### config.mk
export PLATFORM = sky130hd
export DESIGN_NAME = fifo_buffer_param
export DESIGN_NICKNAME = d
export VERILOG_FILES = /design/src/rtl/fifo_buffer_param.sv
export SDC_FILE = /design/constraint.sdc
export NUM_CORES = 1
export LEC_CHECK = 0
export CORE_ASPECT_RATIO = 2
export CORE_MARGIN = 4
export CORE_UTILIZATION = 40
export DETAILED_ROUTE_END_ITERATION = 12
export SYNTH_ARGS = -nofsm -noshare
export SYNTH_HDL_FRONTEND = slang
export SYNTH_SLANG_ARGS = --single-unit
### constraint.sdc
create_clock -name clk -period 3.25 [get_ports clk]
set_clock_uncertainty 0.2 [all_clocks]
set_input_delay 0.8125 -clock clk [delete_from_list [all_inputs] [get_ports clk]]
set_output_delay 0.8125 -clock clk [all_outputs]
set_load 0.005 [all_outputs]
### src/rtl/fifo_buffer_param.sv
// Parametrised synchronous FIFO with occupancy count, threshold flags and overflow/underflow pulses.
// Define FIFO_FWFT_EN for first-word fall-through reads; default build uses a registered 1-cycle read.
module fifo_buffer_param #(
    parameter int DATA_SIZE  = 6,
    parameter int ADDR_SIZE  = 3,
    parameter int AFULL_THR  = 6,
    parameter int AEMPTY_THR = 1
) (
    input  logic                 clk,
    input  logic                 reset,
    input  logic                 write,
    input  logic [DATA_SIZE-1:0] data_in,
    input  logic                 read,
    output logic [DATA_SIZE-1:0] data_out,
    output logic                 valid_out,
    output logic                 full,
    output logic                 empty,
    output logic                 almost_full,
    output logic                 almost_empty,
    output logic [ADDR_SIZE:0]   fifo_count,
    output logic                 overflow,
    output logic                 underflow
);

    localparam int DEPTH = 2 ** ADDR_SIZE;
    localparam logic [ADDR_SIZE:0] DEPTH_CNT  = (ADDR_SIZE + 1)'(DEPTH);
    localparam logic [ADDR_SIZE:0] AFULL_CNT  = (ADDR_SIZE + 1)'(AFULL_THR);
    localparam logic [ADDR_SIZE:0] AEMPTY_CNT = (ADDR_SIZE + 1)'(AEMPTY_THR);

    if (AFULL_THR > DEPTH || AEMPTY_THR >= DEPTH) begin : g_bad_thr
        $error("fifo_buffer_param: AFULL_THR must be <= DEPTH and AEMPTY_THR < DEPTH");
    end

    logic [DATA_SIZE-1:0] mem [DEPTH];
    logic [ADDR_SIZE-1:0] wr_ptr;
    logic [ADDR_SIZE-1:0] rd_ptr;
    logic [ADDR_SIZE:0]   count_q;
    logic                 rd_acc;
    logic                 wr_acc;

    // A pop frees a slot in the same edge, so a full FIFO can still take a write alongside it.
    assign rd_acc = read & ~empty;
    assign wr_acc = write & (~full | rd_acc);

    assign fifo_count   = count_q;
    assign empty        = (count_q == '0);
    assign full         = (count_q == DEPTH_CNT);
    assign almost_full  = (count_q >= AFULL_CNT);
    assign almost_empty = (count_q <= AEMPTY_CNT);

    always_ff @(posedge clk) begin
        if (wr_acc) begin
            mem[wr_ptr] <= data_in;
        end
    end

    always_ff @(posedge clk) begin
        if (reset) begin
            wr_ptr    <= '0;
            rd_ptr    <= '0;
            count_q   <= '0;
            overflow  <= 1'b0;
            underflow <= 1'b0;
        end else begin
            if (wr_acc) begin
                wr_ptr <= wr_ptr + 1'b1;
            end
            if (rd_acc) begin
                rd_ptr <= rd_ptr + 1'b1;
            end
            case ({wr_acc, rd_acc})
                2'b10:   count_q <= count_q + 1'b1;
                2'b01:   count_q <= count_q - 1'b1;
                default: count_q <= count_q;
            endcase
            overflow  <= write & ~wr_acc;
            underflow <= read & empty;
        end
    end

`ifdef FIFO_FWFT_EN
    assign data_out  = empty ? '0 : mem[rd_ptr];
    assign valid_out = ~empty;
`else
    always_ff @(posedge clk) begin
        if (reset) begin
            data_out  <= '0;
            valid_out <= 1'b0;
        end else if (rd_acc) begin
            data_out  <= mem[rd_ptr];
            valid_out <= 1'b1;
        end else begin
            valid_out <= 1'b0;
        end
    end
`endif

endmodule

# [Yosys cells after proc, flatten, opt, wreduce, memory -nomap -nowiden]
# Memories as Yosys holds them, arrays and structs flattened. A register that Yosys moved wholly into a read port is not among the register bits.
# Index checks and enable logic that the tools add are counted.
# W data, S select, Z words.
[op_classes] add_sub_neg=4 magnitude_cmp=2 eq_ne=3 mux=4 bitwise_logic=8 reduce_logical=2
[op_table] op="$pmux W4 S2" count=1
[op_table] op="$add A3 B1 Y3 const B" count=2
[op_table] op="$add A4 B1 Y4 const B" count=1
[op_table] op="$and A1 B1 Y1" count=4
[op_table] op="$eq A4 B4 Y1 const B" count=1
[op_table] op="$ge A4 B3 Y1 const B" count=1
[op_table] op="$le A4 B1 Y1 const B" count=1
[op_table] op="$logic_not A4 Y1" count=1
[op_table] op="$sub A4 B1 Y4 const B" count=1
[op_table] op="$mux W1" count=3
[op_table] op="$not A1 Y1" count=3
[op_table] op="$eq A2 B1 Y1 const B" count=1
[op_table] op="$eq A2 B2 Y1 const B" count=1
[op_table] op="$reduce_bool A2 Y1" count=1
[op_table] op="$or A1 B1 Y1" count=1
[totals] register_bits=13 mem_bits_rw=48 inputBits=10 out_inout_bits=17 word_cells=30 memories=1
[memory_table] memory="mem" words=8 width=6 read_ports=1 rd_ports_with_merged_regs=1 write_ports=1 line_no="34" source="logic [DATA_SIZE-1:0] mem [DEPTH];"

# [Longest topological paths before layout]
# Gate-level depths: netlist (run 1).
[depth] depth_word=7 depth_mapped=7 mapped_depth_nobuf=6

# [Worst setup path before layout (run 1)]
# No wires, ideal clock.
[synth_timing] path_kind="input to register" from="input read" to="memory mem[0][0] (enable)" setup_time_ns=0.377 arrival_time_ns=1.970 required_ns=2.673 path_slack_ns=0.703 cell_stages=4 n_path_buf=1 cell_sequence="buf_2 -> o21ai_0 -> or2_2 -> nor3_1"
[synth_via] elab_chain_len=5
[synth_lines] element="start: declaration" line_no="13" source="input logic read,"
[synth_lines] element="$and A1 B1 Y1" line_no="42" source="assign rd_acc = read & ~empty;"
[synth_lines] element="$or A1 B1 Y1" line_no="43" source="assign wr_acc = write & (~full | rd_acc);"
[synth_lines] element="$and A1 B1 Y1" line_no="43"
[synth_lines] element="$mux W1" line_no="52" source="if (wr_acc) begin"
[synth_lines] element="$mux W1 (not written as such)" line_no="53" source="mem[wr_ptr] <= data_in;"
[synth_lines] element="end: declaration" line_no="34"
# Every way passes these cells.

# [Worst setup path after layout (run 1)]
[layout_timing] from="register count_q[0], in the netlist fifo_count[0]" to="output empty"
[layout_via] elab_chain_len=1
[layout_lines] element="start: declaration" line_no="37" source="logic [ADDR_SIZE:0] count_q;"
[layout_lines] element="start signal: assignment" line_no="72" source="2'b10: count_q <= count_q + 1'b1;"
[layout_lines] element="start signal: assignment" line_no="73" source="2'b01: count_q <= count_q - 1'b1;"
[layout_lines] element="start signal: assignment" line_no="74" source="default: count_q <= count_q;"
[layout_lines] element="$logic_not A4 Y1" line_no="46" source="assign empty = (count_q == '0);"
[layout_lines] element="end: declaration" line_no="17" source="output logic empty,"
# Every way passes these cells.

==> flow_summary.json, run 1 <==
{
  "status": "finished, final reports clean",
  "biggest_fanout_along_the_worst_timing_path": 7,
  "worst-setup-path-type": "register to output port",
  "slew_viol_final": 0,
  "synth_compound_area_share_pct": 8.98,
  "timing.final.crit_share_pct": 94.1,
  "floorplan.core_area_sq_mm": 0.00689,
  "via_count": 1688,
  "floorplan.rows": 43,
  "synth_cell_type_count": 39,
  "kind_of_cell_adding_the_most_delay_to_the_critical_path": "buffers and inverters",
  "globalplace.congestion": 0.717,
  "grt_pass1_wl_um": 8870,
  "synth.area.top_cells": "sky130_fd_sc_hd__edfxtp_1 51%, sky130_fd_sc_hd__dfxtp_1 13%, sky130_fd_sc_hd__mux2i_1 5.3%",
  "r2r-end": "mem[0][1]",
  "area_fraction_in_and_or_nand_and_nor_cells_after_synthesis_pct": 8.89,
  "area.growth.synth_to_final_pct": 23.0,
  "yosys-mux-area-fraction_pct": 10.2,
  "fin_hold_ws_ps": 267,
  "timing.critical_path.from_type": "register",
  "synth.yosys.seq_area_share_pct": 64.4,
  "timing_worst_slew_pin_value_ps": 596,
  "place_hpwl_um": 4060,
  "initial_utilization_pct": 41.1,
  "number_of_flops_mapped_to_enable_cells_by_yosys": 48,
  "endpoint_arrival_time_on_the_critical_path_ps": 2050,
  "synth.avg_cell_area_sq_um": 13.9,
  "critical_path.reg2reg.startpoint": "fifo_count[0]",
  "fillers": 661,
  "power.static_leakage_nw": 1.22,
  "cts.hold.buffers_added": 0,
  "postCtsSetupRepairBufs": 0,
  "ys_dominant_reg_cell": "sky130_fd_sc_hd__edfxtp_1",
  "floorplan.die_area_sq_mm": 0.00856,
  "final_layout_size_suffix_gt1_share_pct": 15.8,
  "clk_latency_ps": 320,
  "port-buffer-count": 26,
  "antenna_cells_inserted": 0,
  "hold_viol": 0,
  "clock-root-buffer": "sky130_fd_sc_hd__clkbuf_16",
  "timing.critical_path.cells": "inv_1, ha_1, or3b_1, inv_1, clkdlybuf4s50_1",
  "timing.hold.worst.class": "register to register",
  "post_synthesis_share_of_cell_area_spent_on_xor_and_xnor_gates_pct": 1.55,
  "cts-buffers-inserted": 9,
  "clock-sinks": 67,
  "setup_violation_total_in_the_final_timing_report": 0,
  "routed_wirelength_um": 5420,
  "ir_drop_mv": 0.411,
  "power_mw": 2.38,
  "die_height_um": 127,
  "die_width_um": 67.5,
  "timing.max_cap.violations": 0,
  "cts-root-to-sink-buffers": 2,
  "synthesis.instances": 204,
  "r2r_cells": 7,
  "initial_antenna_violation_count": 0,
  "mappedNetlistNets": 220,
  "cts_htree_levels": 3,
  "synth-adder-area-share_pct": 2.65,
  "setup.reg_to_reg.worst_slack_ps": 820,
  "critical_path.most_common_cell": "sky130_fd_sc_hd__inv_1",
  "synth_async_sr_flop_share_pct": 0,
  "syn-cell-area_sq_mm": 0.00283,
  "detailed_place.area_sq_mm": 0.00322,
  "finalWorstPathRequiredPeriod_ps": 3060,
  "rsz_0062_raised_after_global_routing": "false",
  "total_area_of_multi_input_combinational_cells_sq_um": 913,
  "critical_path.n_buffers_inverters": 3,
  "tritoncts": "done",
  "synth_largest_area_cell": "sky130_fd_sc_hd__edfxtp_1",
  "grt_max_degree": 27,
  "gr-usage-all-layers_pct": 14.7,
  "min_from": "data_out[5]",
  "final_design_area_no_fill_sq_mm": 0.00348,
  "slowest_delay_ps": 490,
  "drt-initial-drc-count": 24,
  "synth_top_cell_area_share_pct": 51.0,
  "grt_pass1_vias": 1798,
  "cp-end-kind": "output port",
  "setup-tns-final_ps": 0,
  "hold_path_end": "data_out[5]",
  "clk_pin_slew_worst_paths_ps": 50,
  "ctsResizeCount": 0,
  "seq_area_sq_mm": 0.00182,
  "total_gr_overflow": 0,
  "ioPinCount": 27,
  "vias_per_cell": 5.01,
  "finish.net_count": 259,
  "detailedRoute.firstPassIterationCount": 4,
  "fmax_mhz": 327,
  "final_antenna_net_count": 0,
  "max_slew_margin_pct": 60.1,
  "synth_warnings": 0,
  "synth_seq_cells": 67,
  "power_density_mw_per_mm2": 685,
  "holdPathStages": 1,
  "main_combinational_cell_family_by_area_after_synthesis": "multiplexers",
  "critPathSlowestCell": "sky130_fd_sc_hd__clkdlybuf4s50_1",
  "drc": 0,
  "worst_ep_required_time_ps": 2240,
  "post_drt_wl_per_cell_um": 16.1
}
-- kinds of logic (layout without fill, tap and decap cells) --
logic type                 Yosys count  in the layout
muxes                               27             27
buffers and inverters               16             59
xor gates and xnor gates             5              5
AOI/OAI and AO/OA                   35             35
adders and majority gates            6              6
DFF                                 67             67
and+or+nand+nor                     48             48
-- sequential cells by signal, indices dropped and copies added, names as in the netlist --
| signal | flops |
|---|---|
| overflow | 1 |
| rd_ptr | 3 |
| valid_out | 1 |
| wr_ptr | 3 |
| underflow | 1 |
| fifo_count | 4 |
| data_out | 6 |
| mem | 48 |
-- power by group --
part	total (mW)	internal, mW	switching, mW
logic	0.528	0.278	0.250
registers	1.01	0.972	0.0424
clock network	0.842	0.533	0.309
-- worst reg2reg max path: cells and delay by family (launching register included) --
family	cells	cell delay [ps]
fa+ha+maj	1	300
flops	1	420
buf+inv	2	300
simple gates	3	740
compound gates	1	190
-- final cells by class --
type                       instances  area share (%)
multi-input combinational        121            26.3
tap                               90            3.24
clock buffer                      15            7.41
timing repair buffer              38            10.1
sequential                        67            52.4
inverter                           6           0.647
-- cells in the mapped netlist, types with 4 or more instances --
cell	n
sky130_fd_sc_hd__edfxtp_1	48
sky130_fd_sc_hd__dfxtp_1	19
sky130_fd_sc_hd__mux2i_1	15
sky130_fd_sc_hd__nor2_1	14
sky130_fd_sc_hd__mux2_2	11
sky130_fd_sc_hd__a21oi_1	6
sky130_fd_sc_hd__a221oi_1	6
sky130_fd_sc_hd__ha_1	6
sky130_fd_sc_hd__inv_1	6
sky130_fd_sc_hd__nand2_1	6
sky130_fd_sc_hd__a22o_1	5
sky130_fd_sc_hd__nand2b_1	5
sky130_fd_sc_hd__nand3_1	5
sky130_fd_sc_hd__nor2b_1	5
sky130_fd_sc_hd__o22ai_1	5
sky130_fd_sc_hd__xor2_1	5
sky130_fd_sc_hd__nor3_1	4
sky130_fd_sc_hd__o21ai_0	4
-- placed cells by master, fill, tap and decap left out, types with 6 or more instances in the layout --
cell,instances
sky130_fd_sc_hd__ha_1,6
sky130_fd_sc_hd__mux2_2,11
sky130_fd_sc_hd__buf_4,12
sky130_fd_sc_hd__nor2_1,14
sky130_fd_sc_hd__inv_1,6
sky130_fd_sc_hd__mux2i_1,15
sky130_fd_sc_hd__dfxtp_1,19
sky130_fd_sc_hd__a221oi_1,6
sky130_fd_sc_hd__a21oi_1,6
sky130_fd_sc_hd__nand2_1,6
sky130_fd_sc_hd__clkbuf_16,9
sky130_fd_sc_hd__edfxtp_1,48
sky130_fd_sc_hd__clkdlybuf4s50_1,26
-- per-stage QoR --
| stage | utilization, % | setup slack (ps) | std cells |
|---|---|---|---|
| 3_3_place_gp | 46.8 | 561 | 322 |
| 6_report | 50.5 | 192 | 337 |
| 3_5_place_dp | 46.8 | 533 | 322 |
| 2_1_floorplan | - | 703 | 204 |
| 4_1_cts | 50.5 | 176 | 337 |
| 5_1_grt | 50.5 | 90.8 | 337 |
-- per-layer routing --
layer | up-vias | global-route usage, % | part of all wire [%]
met5 | - | 0 | 0
met4 | 0 | 9.33 | 3.8
met3 | 17 | 4.43 | 3.8
met2 | 36 | 26.1 | 56
met1 | 789 | 14.0 | 36
li1 | 846 | - | -
-- worst max-delay path by stage --
stage / start / endpoint / slack (ps) / cells after the start
global route: fifo_count[0] / empty / 90 / 5
CTS: fifo_count[0] / empty / 180 / 5
detailed placement: fifo_count[0] / empty / 530 / 5
finish: fifo_count[0] / empty / 190 / 5
global placement: fifo_count[0] / empty / 560 / 5
floorplan: read / mem[0][0] / 700 / 4
Power figures use the tool's default switching activity.
==> run 2: changes to the inputs <==
--- a/config.mk
+++ b/config.mk
@@ -9,6 +9,7 @@
 export CORE_MARGIN = 4
 export CORE_UTILIZATION = 40
 export DETAILED_ROUTE_END_ITERATION = 12
+export SLEW_MARGIN = 40
 export SYNTH_ARGS = -nofsm -noshare
 export SYNTH_HDL_FRONTEND = slang
 export SYNTH_SLANG_ARGS = --single-unit
==> results of run 2 <==
The final DEF is identical to that of run 1; final timing and power are the same.
